**config.mk**
```make
export PLATFORM = sky130hd
export DESIGN_NAME = spi_share_ctrl_flat
export DESIGN_NICKNAME = d
export VERILOG_FILES = /design/src/rtl/spi_share_pkg.sv /design/src/rtl/spi_share_ctrl_if.sv /design/src/rtl/spi_shift_engine.sv /design/src/rtl/spi_share_ctrl.sv /design/src/flat_wrapper.sv
export SDC_FILE = /design/constraint.sdc
export NUM_CORES = 1
export LEC_CHECK = 0
export BUFFER_PORTS_ARGS = -buffer_cell sky130_fd_sc_hd__buf_2
export CAP_MARGIN = 20
export CORE_ASPECT_RATIO = 1.2
export CORE_UTILIZATION = 55
export DETAILED_ROUTE_END_ITERATION = 10
export GPL_ROUTABILITY_DRIVEN = 0
export PLACE_DENSITY = 0.8
export SLEW_MARGIN = 10
export SYNTH_ARGS = -nofsm -noshare
export SYNTH_HDL_FRONTEND = slang
export SYNTH_HIERARCHICAL = 1
export SYNTH_SLANG_ARGS = --single-unit
```
**constraint.sdc**
```tcl
create_clock -name clk_clk -period 2.5 [get_ports clk_clk]
set_input_delay 0.375 -clock clk_clk [delete_from_list [all_inputs] [get_ports clk_clk]]
set_output_delay 0.375 -clock clk_clk [all_outputs]
set_load 0.005 [all_outputs]
```
**src/rtl/spi_share_pkg.sv**
```systemverilog
// Shared types and constants for the two-client SPI pin-sharing controller.
package spi_share_pkg;
  localparam int CLIENT_W = 2;
  localparam int BYTE_W   = 8;

  typedef enum logic [2:0] {
    IDLE,
    SETUP,
    WAIT_TX,
    SHIFT,
    HOLD
  } state_e;

  // Index of the client that wins when both request in the same cycle.
  typedef logic rr_ptr_t;

  function automatic logic [CLIENT_W-1:0] client_onehot(input rr_ptr_t idx);
    return idx ? 2'b10 : 2'b01;
  endfunction
endpackage

```
**src/rtl/spi_share_ctrl_if.sv**
```systemverilog
// Client handshake and SPI pin bundle for spi_share_ctrl.
interface spi_share_ctrl_if;
  import spi_share_pkg::*;

  // Handshake: client i's byte transfers on a clock edge where tx_valid[i] and
  // tx_ready[i] are both high; tx_data/tx_last must hold while tx_valid is high.
  // tx_ready only rises for the granted client; rx_valid is a 1-cycle pulse.
  logic [CLIENT_W-1:0]        req;
  logic [CLIENT_W-1:0]        gnt;
  logic [CLIENT_W-1:0]        tx_valid;
  logic [CLIENT_W*BYTE_W-1:0] tx_data;
  logic [CLIENT_W-1:0]        tx_last;
  logic [CLIENT_W-1:0]        tx_ready;
  logic [BYTE_W-1:0]          rx_data;
  logic [CLIENT_W-1:0]        rx_valid;
  logic                       busy;
  logic                       spi_SCLK;
  logic                       spi_MOSI;
  logic                       spi_MISO;
  logic                       spi_SS_n;
  state_e                     dbg_state;

  modport slave (
    input  req, tx_valid, tx_data, tx_last, spi_MISO,
    output gnt, tx_ready, rx_data, rx_valid, busy,
    output spi_SCLK, spi_MOSI, spi_SS_n, dbg_state
  );

  modport master (
    output req, tx_valid, tx_data, tx_last, spi_MISO,
    input  gnt, tx_ready, rx_data, rx_valid, busy,
    input  spi_SCLK, spi_MOSI, spi_SS_n, dbg_state
  );
endinterface

```
**src/rtl/spi_shift_engine.sv**
```systemverilog
// Mode-0 MSB-first byte shifter: SCLK divider, bit counter, MOSI drive, MISO sampling.
module spi_shift_engine
  import spi_share_pkg::*;
#(
  parameter int CLK_DIV = 4
) (
  input  logic              clk_i,
  input  logic              rst_i,
  input  logic              start_i,
  input  logic [BYTE_W-1:0] tx_byte_i,
  input  logic              miso_i,
  output logic              done_o,
  output logic [BYTE_W-1:0] rx_byte_o,
  output logic              sclk_o,
  output logic              mosi_o
);
  logic              active_q, active_d;
  logic [7:0]        div_q, div_d;
  logic [2:0]        bit_q, bit_d;
  logic [BYTE_W-1:0] tx_sh_q, tx_sh_d;
  logic [BYTE_W-1:0] rx_sh_q, rx_sh_d;
  logic              sclk_q, sclk_d;
  logic              mosi_q, mosi_d;
  logic              tick;

  assign tick      = active_q && (div_q == 8'(CLK_DIV - 1));
  // Asserted in the last cycle before the eighth falling edge; rx_sh_q is complete.
  assign done_o    = tick && sclk_q && (bit_q == 3'd7);
  assign rx_byte_o = rx_sh_q;
  assign sclk_o    = sclk_q;
  assign mosi_o    = mosi_q;

  always_comb begin
    active_d = active_q;
    div_d    = div_q;
    bit_d    = bit_q;
    tx_sh_d  = tx_sh_q;
    rx_sh_d  = rx_sh_q;
    sclk_d   = sclk_q;
    mosi_d   = mosi_q;
    if (start_i) begin
      active_d = 1'b1;
      div_d    = '0;
      bit_d    = '0;
      tx_sh_d  = tx_byte_i;
      mosi_d   = tx_byte_i[BYTE_W-1];
      sclk_d   = 1'b0;
    end else if (active_q) begin
      if (tick) begin
        div_d  = '0;
        sclk_d = ~sclk_q;
        if (!sclk_q) begin
          rx_sh_d = {rx_sh_q[BYTE_W-2:0], miso_i};
        end else if (bit_q == 3'd7) begin
          active_d = 1'b0;
          mosi_d   = 1'b0;
        end else begin
          bit_d   = bit_q + 3'd1;
          tx_sh_d = {tx_sh_q[BYTE_W-2:0], 1'b0};
          mosi_d  = tx_sh_q[BYTE_W-2];
        end
      end else begin
        div_d = div_q + 8'd1;
      end
    end
  end

  always_ff @(posedge clk_i or posedge rst_i) begin
    if (rst_i) begin
      active_q <= 1'b0;
      div_q    <= '0;
      bit_q    <= '0;
      tx_sh_q  <= '0;
      rx_sh_q  <= '0;
      sclk_q   <= 1'b0;
      mosi_q   <= 1'b0;
    end else begin
      active_q <= active_d;
      div_q    <= div_d;
      bit_q    <= bit_d;
      tx_sh_q  <= tx_sh_d;
      rx_sh_q  <= rx_sh_d;
      sclk_q   <= sclk_d;
      mosi_q   <= mosi_d;
    end
  end
endmodule

```
**src/rtl/spi_share_ctrl.sv**
```systemverilog
// Shares one SPI bus between two clients: round-robin arbitration, SS_n framing
// and byte handshakes; the bit-level work is done by spi_shift_engine.
module spi_share_ctrl
  import spi_share_pkg::*;
#(
  parameter int CLK_DIV  = 4,
  parameter int SS_SETUP = 2,
  parameter int SS_HOLD  = 2
) (
  input logic             clk_clk,
  input logic             reset_reset,
  spi_share_ctrl_if.slave bus
);
  state_e              state_q, state_d;
  logic [3:0]          cnt_q, cnt_d;
  logic [CLIENT_W-1:0] gnt_q, gnt_d;
  logic [CLIENT_W-1:0] rx_valid_q, rx_valid_d;
  logic [BYTE_W-1:0]   rx_data_q, rx_data_d;
  logic                ss_n_q, ss_n_d;
  logic                last_q, last_d;
  rr_ptr_t             rr_q, rr_d;
  rr_ptr_t             win;

  logic                sel, req_g, start, eng_done, sclk, mosi;
  logic [BYTE_W-1:0]   tx_byte, eng_rx;

  assign sel     = gnt_q[1];
  assign req_g   = |(bus.req & gnt_q);
  assign tx_byte = sel ? bus.tx_data[2*BYTE_W-1:BYTE_W] : bus.tx_data[BYTE_W-1:0];

  always_comb begin
    state_d    = state_q;
    cnt_d      = cnt_q;
    gnt_d      = gnt_q;
    ss_n_d     = ss_n_q;
    rr_d       = rr_q;
    last_d     = last_q;
    rx_valid_d = '0;
    rx_data_d  = rx_data_q;
    start      = 1'b0;
    win        = rr_q;
    case (state_q)
      IDLE: begin
        if (|bus.req) begin
          win     = (bus.req == 2'b11) ? rr_q : bus.req[1];
          gnt_d   = client_onehot(win);
          rr_d    = ~win;
          ss_n_d  = 1'b0;
          cnt_d   = '0;
          state_d = SETUP;
        end
      end
      SETUP: begin
        if (cnt_q == 4'(SS_SETUP - 1)) state_d = WAIT_TX;
        else                           cnt_d   = cnt_q + 4'd1;
      end
      WAIT_TX: begin
        // A dropped request wins over a simultaneous byte offer.
        if (!req_g) begin
          cnt_d   = '0;
          state_d = HOLD;
        end else if (|(bus.tx_valid & gnt_q)) begin
          start   = 1'b1;
          last_d  = bus.tx_last[sel];
          state_d = SHIFT;
        end
      end
      SHIFT: begin
        if (eng_done) begin
          rx_valid_d = gnt_q;
          rx_data_d  = eng_rx;
          cnt_d      = '0;
          state_d    = (last_q || !req_g) ? HOLD : WAIT_TX;
        end
      end
      HOLD: begin
        if (cnt_q == 4'(SS_HOLD - 1)) begin
          ss_n_d  = 1'b1;
          gnt_d   = '0;
          state_d = IDLE;
        end else begin
          cnt_d = cnt_q + 4'd1;
        end
      end
      default: state_d = IDLE;
    endcase
  end

  always_ff @(posedge clk_clk or posedge reset_reset) begin
    if (reset_reset) begin
      state_q    <= IDLE;
      cnt_q      <= '0;
      gnt_q      <= '0;
      rx_valid_q <= '0;
      rx_data_q  <= '0;
      ss_n_q     <= 1'b1;
      last_q     <= 1'b0;
      rr_q       <= 1'b0;
    end else begin
      state_q    <= state_d;
      cnt_q      <= cnt_d;
      gnt_q      <= gnt_d;
      rx_valid_q <= rx_valid_d;
      rx_data_q  <= rx_data_d;
      ss_n_q     <= ss_n_d;
      last_q     <= last_d;
      rr_q       <= rr_d;
    end
  end

  spi_shift_engine #(.CLK_DIV(CLK_DIV)) u_engine (
    .clk_i     (clk_clk),
    .rst_i     (reset_reset),
    .start_i   (start),
    .tx_byte_i (tx_byte),
    .miso_i    (bus.spi_MISO),
    .done_o    (eng_done),
    .rx_byte_o (eng_rx),
    .sclk_o    (sclk),
    .mosi_o    (mosi)
  );

  assign bus.gnt       = gnt_q;
  assign bus.tx_ready  = (state_q == WAIT_TX && req_g) ? gnt_q : '0;
  assign bus.rx_data   = rx_data_q;
  assign bus.rx_valid  = rx_valid_q;
  assign bus.busy      = (state_q != IDLE);
  assign bus.spi_SCLK  = sclk;
  assign bus.spi_MOSI  = mosi;
  assign bus.spi_SS_n  = ss_n_q;
  assign bus.dbg_state = state_q;
endmodule
```
**src/flat_wrapper.sv**
```systemverilog
// flat-port wrapper written by rule: the top's interface ports become plain ports
module spi_share_ctrl_flat import spi_share_pkg::*;
#(
  parameter int CLK_DIV  = 4,
  parameter int SS_SETUP = 2,
  parameter int SS_HOLD  = 2
)
  (clk_clk, reset_reset, bus_req, bus_tx_valid, bus_tx_data, bus_tx_last, bus_spi_MISO, bus_gnt, bus_tx_ready, bus_rx_data, bus_rx_valid, bus_busy, bus_spi_SCLK, bus_spi_MOSI, bus_spi_SS_n, bus_dbg_state);
  spi_share_ctrl_if bus_i ();
  input logic clk_clk;
  input logic reset_reset;
  input wire logic [$bits(bus_i.req)-1:0] bus_req;
  input wire logic [$bits(bus_i.tx_valid)-1:0] bus_tx_valid;
  input wire logic [$bits(bus_i.tx_data)-1:0] bus_tx_data;
  input wire logic [$bits(bus_i.tx_last)-1:0] bus_tx_last;
  input wire logic [$bits(bus_i.spi_MISO)-1:0] bus_spi_MISO;
  output wire logic [$bits(bus_i.gnt)-1:0] bus_gnt;
  output wire logic [$bits(bus_i.tx_ready)-1:0] bus_tx_ready;
  output wire logic [$bits(bus_i.rx_data)-1:0] bus_rx_data;
  output wire logic [$bits(bus_i.rx_valid)-1:0] bus_rx_valid;
  output wire logic [$bits(bus_i.busy)-1:0] bus_busy;
  output wire logic [$bits(bus_i.spi_SCLK)-1:0] bus_spi_SCLK;
  output wire logic [$bits(bus_i.spi_MOSI)-1:0] bus_spi_MOSI;
  output wire logic [$bits(bus_i.spi_SS_n)-1:0] bus_spi_SS_n;
  output wire logic [$bits(bus_i.dbg_state)-1:0] bus_dbg_state;
  assign bus_i.req = bus_req;
  assign bus_i.tx_valid = bus_tx_valid;
  assign bus_i.tx_data = bus_tx_data;
  assign bus_i.tx_last = bus_tx_last;
  assign bus_i.spi_MISO = bus_spi_MISO;
  assign bus_gnt = bus_i.gnt;
  assign bus_tx_ready = bus_i.tx_ready;
  assign bus_rx_data = bus_i.rx_data;
  assign bus_rx_valid = bus_i.rx_valid;
  assign bus_busy = bus_i.busy;
  assign bus_spi_SCLK = bus_i.spi_SCLK;
  assign bus_spi_MOSI = bus_i.spi_MOSI;
  assign bus_spi_SS_n = bus_i.spi_SS_n;
  assign bus_dbg_state = bus_i.dbg_state;
  spi_share_ctrl #(.CLK_DIV(CLK_DIV), .SS_SETUP(SS_SETUP), .SS_HOLD(SS_HOLD)) u_core (.clk_clk(clk_clk), .reset_reset(reset_reset), .bus(bus_i));
endmodule
```
# Yosys cells after proc, flatten, opt, wreduce, memory -nomap -nowiden
# Cells that the tools add are included.
totals:
  word_cells: 123
  out_inout_bits: 21
  input_bits: 25
  ff_bits: 51
op_classes:
  addsub: 3
  n_reduce_logical: 27
  eq_ne: 16
  muxes: 56
  n_lt_le_gt_ge: 1
  bitwise_logic: 5
ops:
  columns: ["op", "count"]
  rows:
  - ["3-bit two-way mux", 12]
  - ["7-bit two-way mux", 5]
  - ["8-bit two-way mux", 4]
  - ["1-bit two-way mux", 21]
  - ["4-bit two-way mux", 4]
  - ["4-bit one-hot mux with 4 select lines", 1]
  - ["3-bit one-hot mux with 5 select lines", 1]
  - ["2-bit two-way mux", 6]
  - ["2-bit by 1-bit inequality test with 1-bit output, second input constant", 5]
  - ["5-bit AND reduction", 2]
  - ["3-bit AND reduction", 3]
  - ["8-bit by 1-bit adder with 8-bit output, second input constant", 1]
  - ["8-bit by 2-bit == test with 1-bit output, second input constant", 1]
  - ["4-bit AND reduction", 2]
  - ["2-bit nonzero test", 4]
  - ["2-bit OR reduction", 4]
  - ["3-bit by 2-bit == test with 1-bit output, second input constant", 2]
  - ["3-bit == test, second input constant", 2]
  - ["2-bit AND reduction", 3]
  - ["4-bit by 1-bit adder with 4-bit output, second input constant", 1]
  - ["2-bit AND", 2]
  - ["4-bit by 1-bit == test with 1-bit output, second input constant", 1]
  - ["1-bit logical AND", 4]
  - ["2-bit inequality test, second input constant", 2]
  - ["13 further kinds", 15]

# Logic depth before layout (Yosys ltp)
depth:
  word_depth: 7
  mapped_depth: 8
  ltp_nobuf: 7

# Modules after synthesis
# Netlist, hierarchy kept.
modules_own_cells:
  columns: ["module", "n_inst", "seq_area_each_um2", "area_per_inst_um2", "cells_each"]
  rows:
  - ["spi_shift_engine", 1, 725.7, 1461.4, 131]
  - ["spi_share_ctrl", 1, 551.8, 1203.7, 106]

# Worst setup path after synthesis
# No wires, ideal clock.
synth_timing:
  path_kind: "register -> register"
  from: "register u_core.u_engine.div_q[0]"
  to: "register u_core.cnt_q[1]"
  path_buffers: 1
  stages_incl_launch_ff: 9
  slack_ns: 0.320
  period_less_slack_ns: 2.180
  t_arrival_ns: 2.055
  t_required_ns: 2.375
  setup_ns: 0.125
  path_cell_list: "dfrtp_1 -> ha_1 -> nor4bb_1 -> clkbuf_1 -> nand4_1 -> inv_1 -> o2bb2ai_2 -> o31a_4 -> mux2_4"
synth_via:
  elab_chain_len: 6
synth_lines:
  columns: ["element", "line", "rtl"]
  rows:
  - ["start, declared", "spi_shift_engine.sv:18", "logic [7:0] div_q, div_d;"]
  - ["start signal, assigned", "spi_shift_engine.sv:79", "div_q <= div_d;"]
  - ["8-bit by 2-bit == test with 1-bit output", "spi_shift_engine.sv:26", "assign tick = active_q && (div_q == 8'(CLK_DIV - 1));"]
  - ["1-bit logical AND", "spi_shift_engine.sv:26", null]
  - ["1-bit logical AND (2 in series)", "spi_shift_engine.sv:28", "assign done_o = tick && sclk_q && (bit_q == 3'd7);"]
  - ["named net u_core.eng_done", "spi_share_ctrl.sv:24", "logic sel, req_g, start, eng_done, sclk, mosi;"]
  - ["2-bit by 1-bit inequality test with 1-bit output (no source line)", null, null]
  - ["5-bit AND reduction (no source line)", null, null]
  - ["end signal, assigned", "spi_share_ctrl.sv:101", "cnt_q <= cnt_d;"]
  - ["end, declared", "spi_share_ctrl.sv:15", "logic [3:0] cnt_q, cnt_d;"]
# The timed path passes the listed nets, and every way through them passes these cells.
# A chain may end at the register's enable or synchronous reset.

# Worst setup path after layout
layout_timing:
  from: "register u_core.u_engine.div_q[5]"
  to: "register u_core.u_engine.rx_sh_q[1] (netlist: u_core/u_engine/rx_byte_o[1])"
layout_via:
  elab_chain_len: 3
layout_lines:
  columns: ["element", "line", "rtl"]
  rows:
  - ["8-bit by 2-bit == test with 1-bit output", "spi_shift_engine.sv:26", null]
  - ["1-bit logical AND", "spi_shift_engine.sv:26", null]
  - ["4-bit AND reduction (no source line)", null, null]
  - ["end signal, assigned", "spi_shift_engine.sv:82", "rx_sh_q <= rx_sh_d;"]
  - ["end, declared", "spi_shift_engine.sv:21", "logic [BYTE_W-1:0] rx_sh_q, rx_sh_d;"]
# Every way passes these cells.

==> impl_results.md <==
- Die X: 65.5 microns
- XOR/XNOR Fraction of Synth Area: 0.0131
- Antenna violations before repair: 0
- Clock slew at reported path FFs: 0.10 ns
- Final ANT Viol Nets: 0
- Final wirelength: 5260 microns
- Most common cell after layout, fill and taps aside: dfrtp_1
- Fin nets: 315
- IO buf count: 45
- Final Instance Count excl. Fillers: 344
- # fillers: 366
- Met3 WL: 175 microns
- Flop2flop setup slack: 0.34 ns
- Ys async rst share: 1.00
- Startpoint Class: flip-flop
- Setup crit end kind: flip-flop
- Synth Area in Simple Gates: 0.173
- Top area cells in the synthesized netlist: dfrtp_1 (47%), mux2_2 (7.2%), mux2_4 (5.1%), a21oi_1 (2.6%), ha_1 (2.3%)
- Seq/Total Area, Yosys: 0.479
- Worst vdd ir: 0.497 mV
- Syn Inst Count: 237
- Worst Path Required: 2.70 ns
- Relative slew slack: 0.455
- Critical path type: reg2reg
- DP Wirelength: 3760 microns
- Inserted Clock Buffers: 5
- Post-synth net total: 267
- Clk buf depth: 2
- PnR worst setup slack: 0.342 ns
- Vias in the first global route: 2009
- Worst reg2reg path depth: 3
- H-Tree Depth: 2
- Worst reg2reg endpoint: u_core/u_engine/rx_byte_o[1]$_DFFE_PP0P_
- Critical path's top delay family: simple AND/OR/NAND/NOR gates
- Synth Warn #: 6
- Synth Cell Area: 2670 sq um
- Vias: 2010
- Final clock skew: 0.00604 ns
- Final setup TNS: 0 ns
- Hold Path Class: in2async
- Final period util: 0.863
- Inst Count DP: 336
- Critical path cell sequence: or4_4, or4_4, mux2_4
- Adder-cell share of the synthesized area: 0.0235
- Slew @ Worst Pin: 0.817 ns
- Hold_ws: 0.128 ns
- Row cnt: 27
- Pin count of the biggest net entering global routing: 30
- Ant diodes: 0
- Yosys top cell by area: dfrtp_1
- CTS tree: done
- I/O pin count: 46
- Worst-skew pair later-pin latency: 0.31 ns
- Core Region: 4630 sq um
- Post-cts resize count: 0
- Clock Sinks: 51
- Leak Pwr: 0.00149 uW
- Total Die Area: 5130 sq um
- Wl on met1: 2260 microns
- Layout cell share with drive strength beyond 1: 0.353
- Commonest non-fill, non-tap cells in the layout: dfrtp_1 (50), buf_2 (45), mux2_2 (17)
- Buffers and inverters on the worst path: 0
- Yosys top cell area share: 0.469
- Max Fclk: 463 MHz
- Initial Utilization: 0.576
- DR pass1 iterations: 4
- Met2 routed WL: 2720 microns
- Design area: 3090 sq um
- Pwr/cell area: 1050 nW/um^2
- CP peak stage delay: 0.65 ns
- GRT Util Overall: 0.226
- Post-CTS Setup Repair Bufs: 0
- Crit path DAT: 2.36 ns
- Worst r2r src: u_core/u_engine/div_q[5]$_DFFE_PP0P_
- Register bit total from synthesis: 51
- EDFF count, synth: 0
- Hold Vio Cnt, Final: 0
- Mean area per synthesized cell: 11.2 sq um
- Routed vias/inst: 5.84
- Max_cap viols: 0
- Max layer used: met4
- CP Max Fanout: 13
- Die height: 78.3 microns
- CP max stage cell: or4_4
- DRC Markers: 0
- 1st-iter DRT viols: 206
- Synth unique cells: 55
- Multiplexer area fraction after synthesis: 0.126
- # setup viols final: 0
- DP Worst Slack: 0.359 ns
- Pins Over Slew Limit: 0
- First-pass GRT wire length: 8910 microns
- Most frequent cell on the critical path: or4_4
- RSZ-0062 raised after global routing: no
- Clock root cell: clkbuf_8
- Post-route minimum period: 2.16 ns
- Post-CTS Hold Buffers: 0
- Largest family of logic cells by synthesized area: simple AND/OR/NAND/NOR gates
- Area Overhead vs Synth: 15.8%
- GR Overflow Total: 0
- Outcome: complete, no violations
- DP Area: 2970 sq um
- Wire length per cell: 15.3 microns
- Synth Area in Compound Gates: 0.145
- Most used DFF post-synth: dfrtp_1
## per-layer routing
layer,GRT usage,vias to the layer above
met2,0.390,45
met1,0.281,983
met5,0,-
met4,0.0717,0
li1,-,971
met3,0.0451,11
## stage by stage
stage,utilization,power (uW)
2_1_floorplan,-,2290
3_5_place_dp,0.642,2650
6_report,0.667,3240
4_1_cts,0.667,3250
5_1_grt,0.667,3470
3_3_place_gp,0.642,2600
## cells in the mapped netlist, types with 2 or more instances
master     count
a21o_1         2
a21oi_1       14
a221o_1        6
a31oi_1        2
buf_6          2
clkbuf_1       8
dfrtp_1       50
ha_1           5
inv_1         10
mux2_2        17
mux2_4         9
nand2_1       14
nand2b_1       5
nand3_1        4
nand3b_1       2
nand4_1        7
nor2_1         9
nor2b_1        5
nor3_1         2
nor3b_1        3
nor4_1         5
nor4_2         2
o211ai_1       2
o21ai_0        7
o21ai_1        4
o2bb2ai_1      2
o31ai_1        5
or3_1          2
or4_1          2
or4_4          2
xor2_1         4
## report_power, final
group          internal [uW]  leakage (uW)  switching, uW  total, uW
Clock                    302     0.0000548            281        583
Combinational            629      0.000781            647       1280
Sequential              1080      0.000656            294       1380
## area by class of cell
cell class	instances	area [sq um]	area share
Timing Repair Buffer	54	293	0.0949
Tap cell	58	72.6	0.0235
Clock buffer	5	68.8	0.0223
Multi-Input combinational cell	163	1290	0.418
Sequential cell	51	1280	0.414
Clock inverter	3	46.3	0.0150
Inverter	10	37.5	0.0122
## registers in the layout (all words and copies together) (netlist names), 2 cells and up
register and cells:
u_core/bus.dbg_state 3, u_core/bus.rx_valid 2, u_core/u_engine/bit_q 3, u_core/u_engine/div_q 8
u_core/bus.rx_data 8, u_core/u_engine/rx_byte_o 8, u_core/cnt_q 4, u_core/bus.gnt 2
u_core/u_engine/tx_sh_q 7
## worst register-to-register path: stages (launching register included)
cell	delay, ns
dfrtp_1	0.44
or4_4	0.65
or4_4	0.62
mux2_4	0.34
## worst max path at each step
stage	start	depth (start not counted)	slack (ns)	end
4_1_cts	u_core/u_engine/div_q[5]$_DFFE_PP0P_	3	0.34	u_core/u_engine/rx_byte_o[1]$_DFFE_PP0P_
5_1_grt	u_core/u_engine/div_q[0]$_DFFE_PP0P_	7	0.22	u_core/cnt_q[1]$_DFFE_PP0P_
6_report	u_core/u_engine/div_q[5]$_DFFE_PP0P_	3	0.34	u_core/u_engine/rx_byte_o[1]$_DFFE_PP0P_
3_5_place_dp	u_core/u_engine/div_q[5]$_DFFE_PP0P_	3	0.36	u_core/u_engine/rx_byte_o[1]$_DFFE_PP0P_
2_1_floorplan	u_core/u_engine/div_q[0]$_DFFE_PP0P_	8	0.32	u_core/cnt_q[1]$_DFFE_PP0P_
3_3_place_gp	u_core/u_engine/div_q[5]$_DFFE_PP0P_	3	0.40	u_core/u_engine/rx_byte_o[6]$_DFFE_PP0P_
## logic make-up after synthesis
logic type	after synthesis
AND/OR/NAND/NOR	74
AO/OA/AOI/OAI	53
flip-flops	51
multiplexers	27
buffers and inverters	23
adder cells (fa/ha/maj)	5
XOR/XNOR	4
Power figures use the tool's default switching activity.
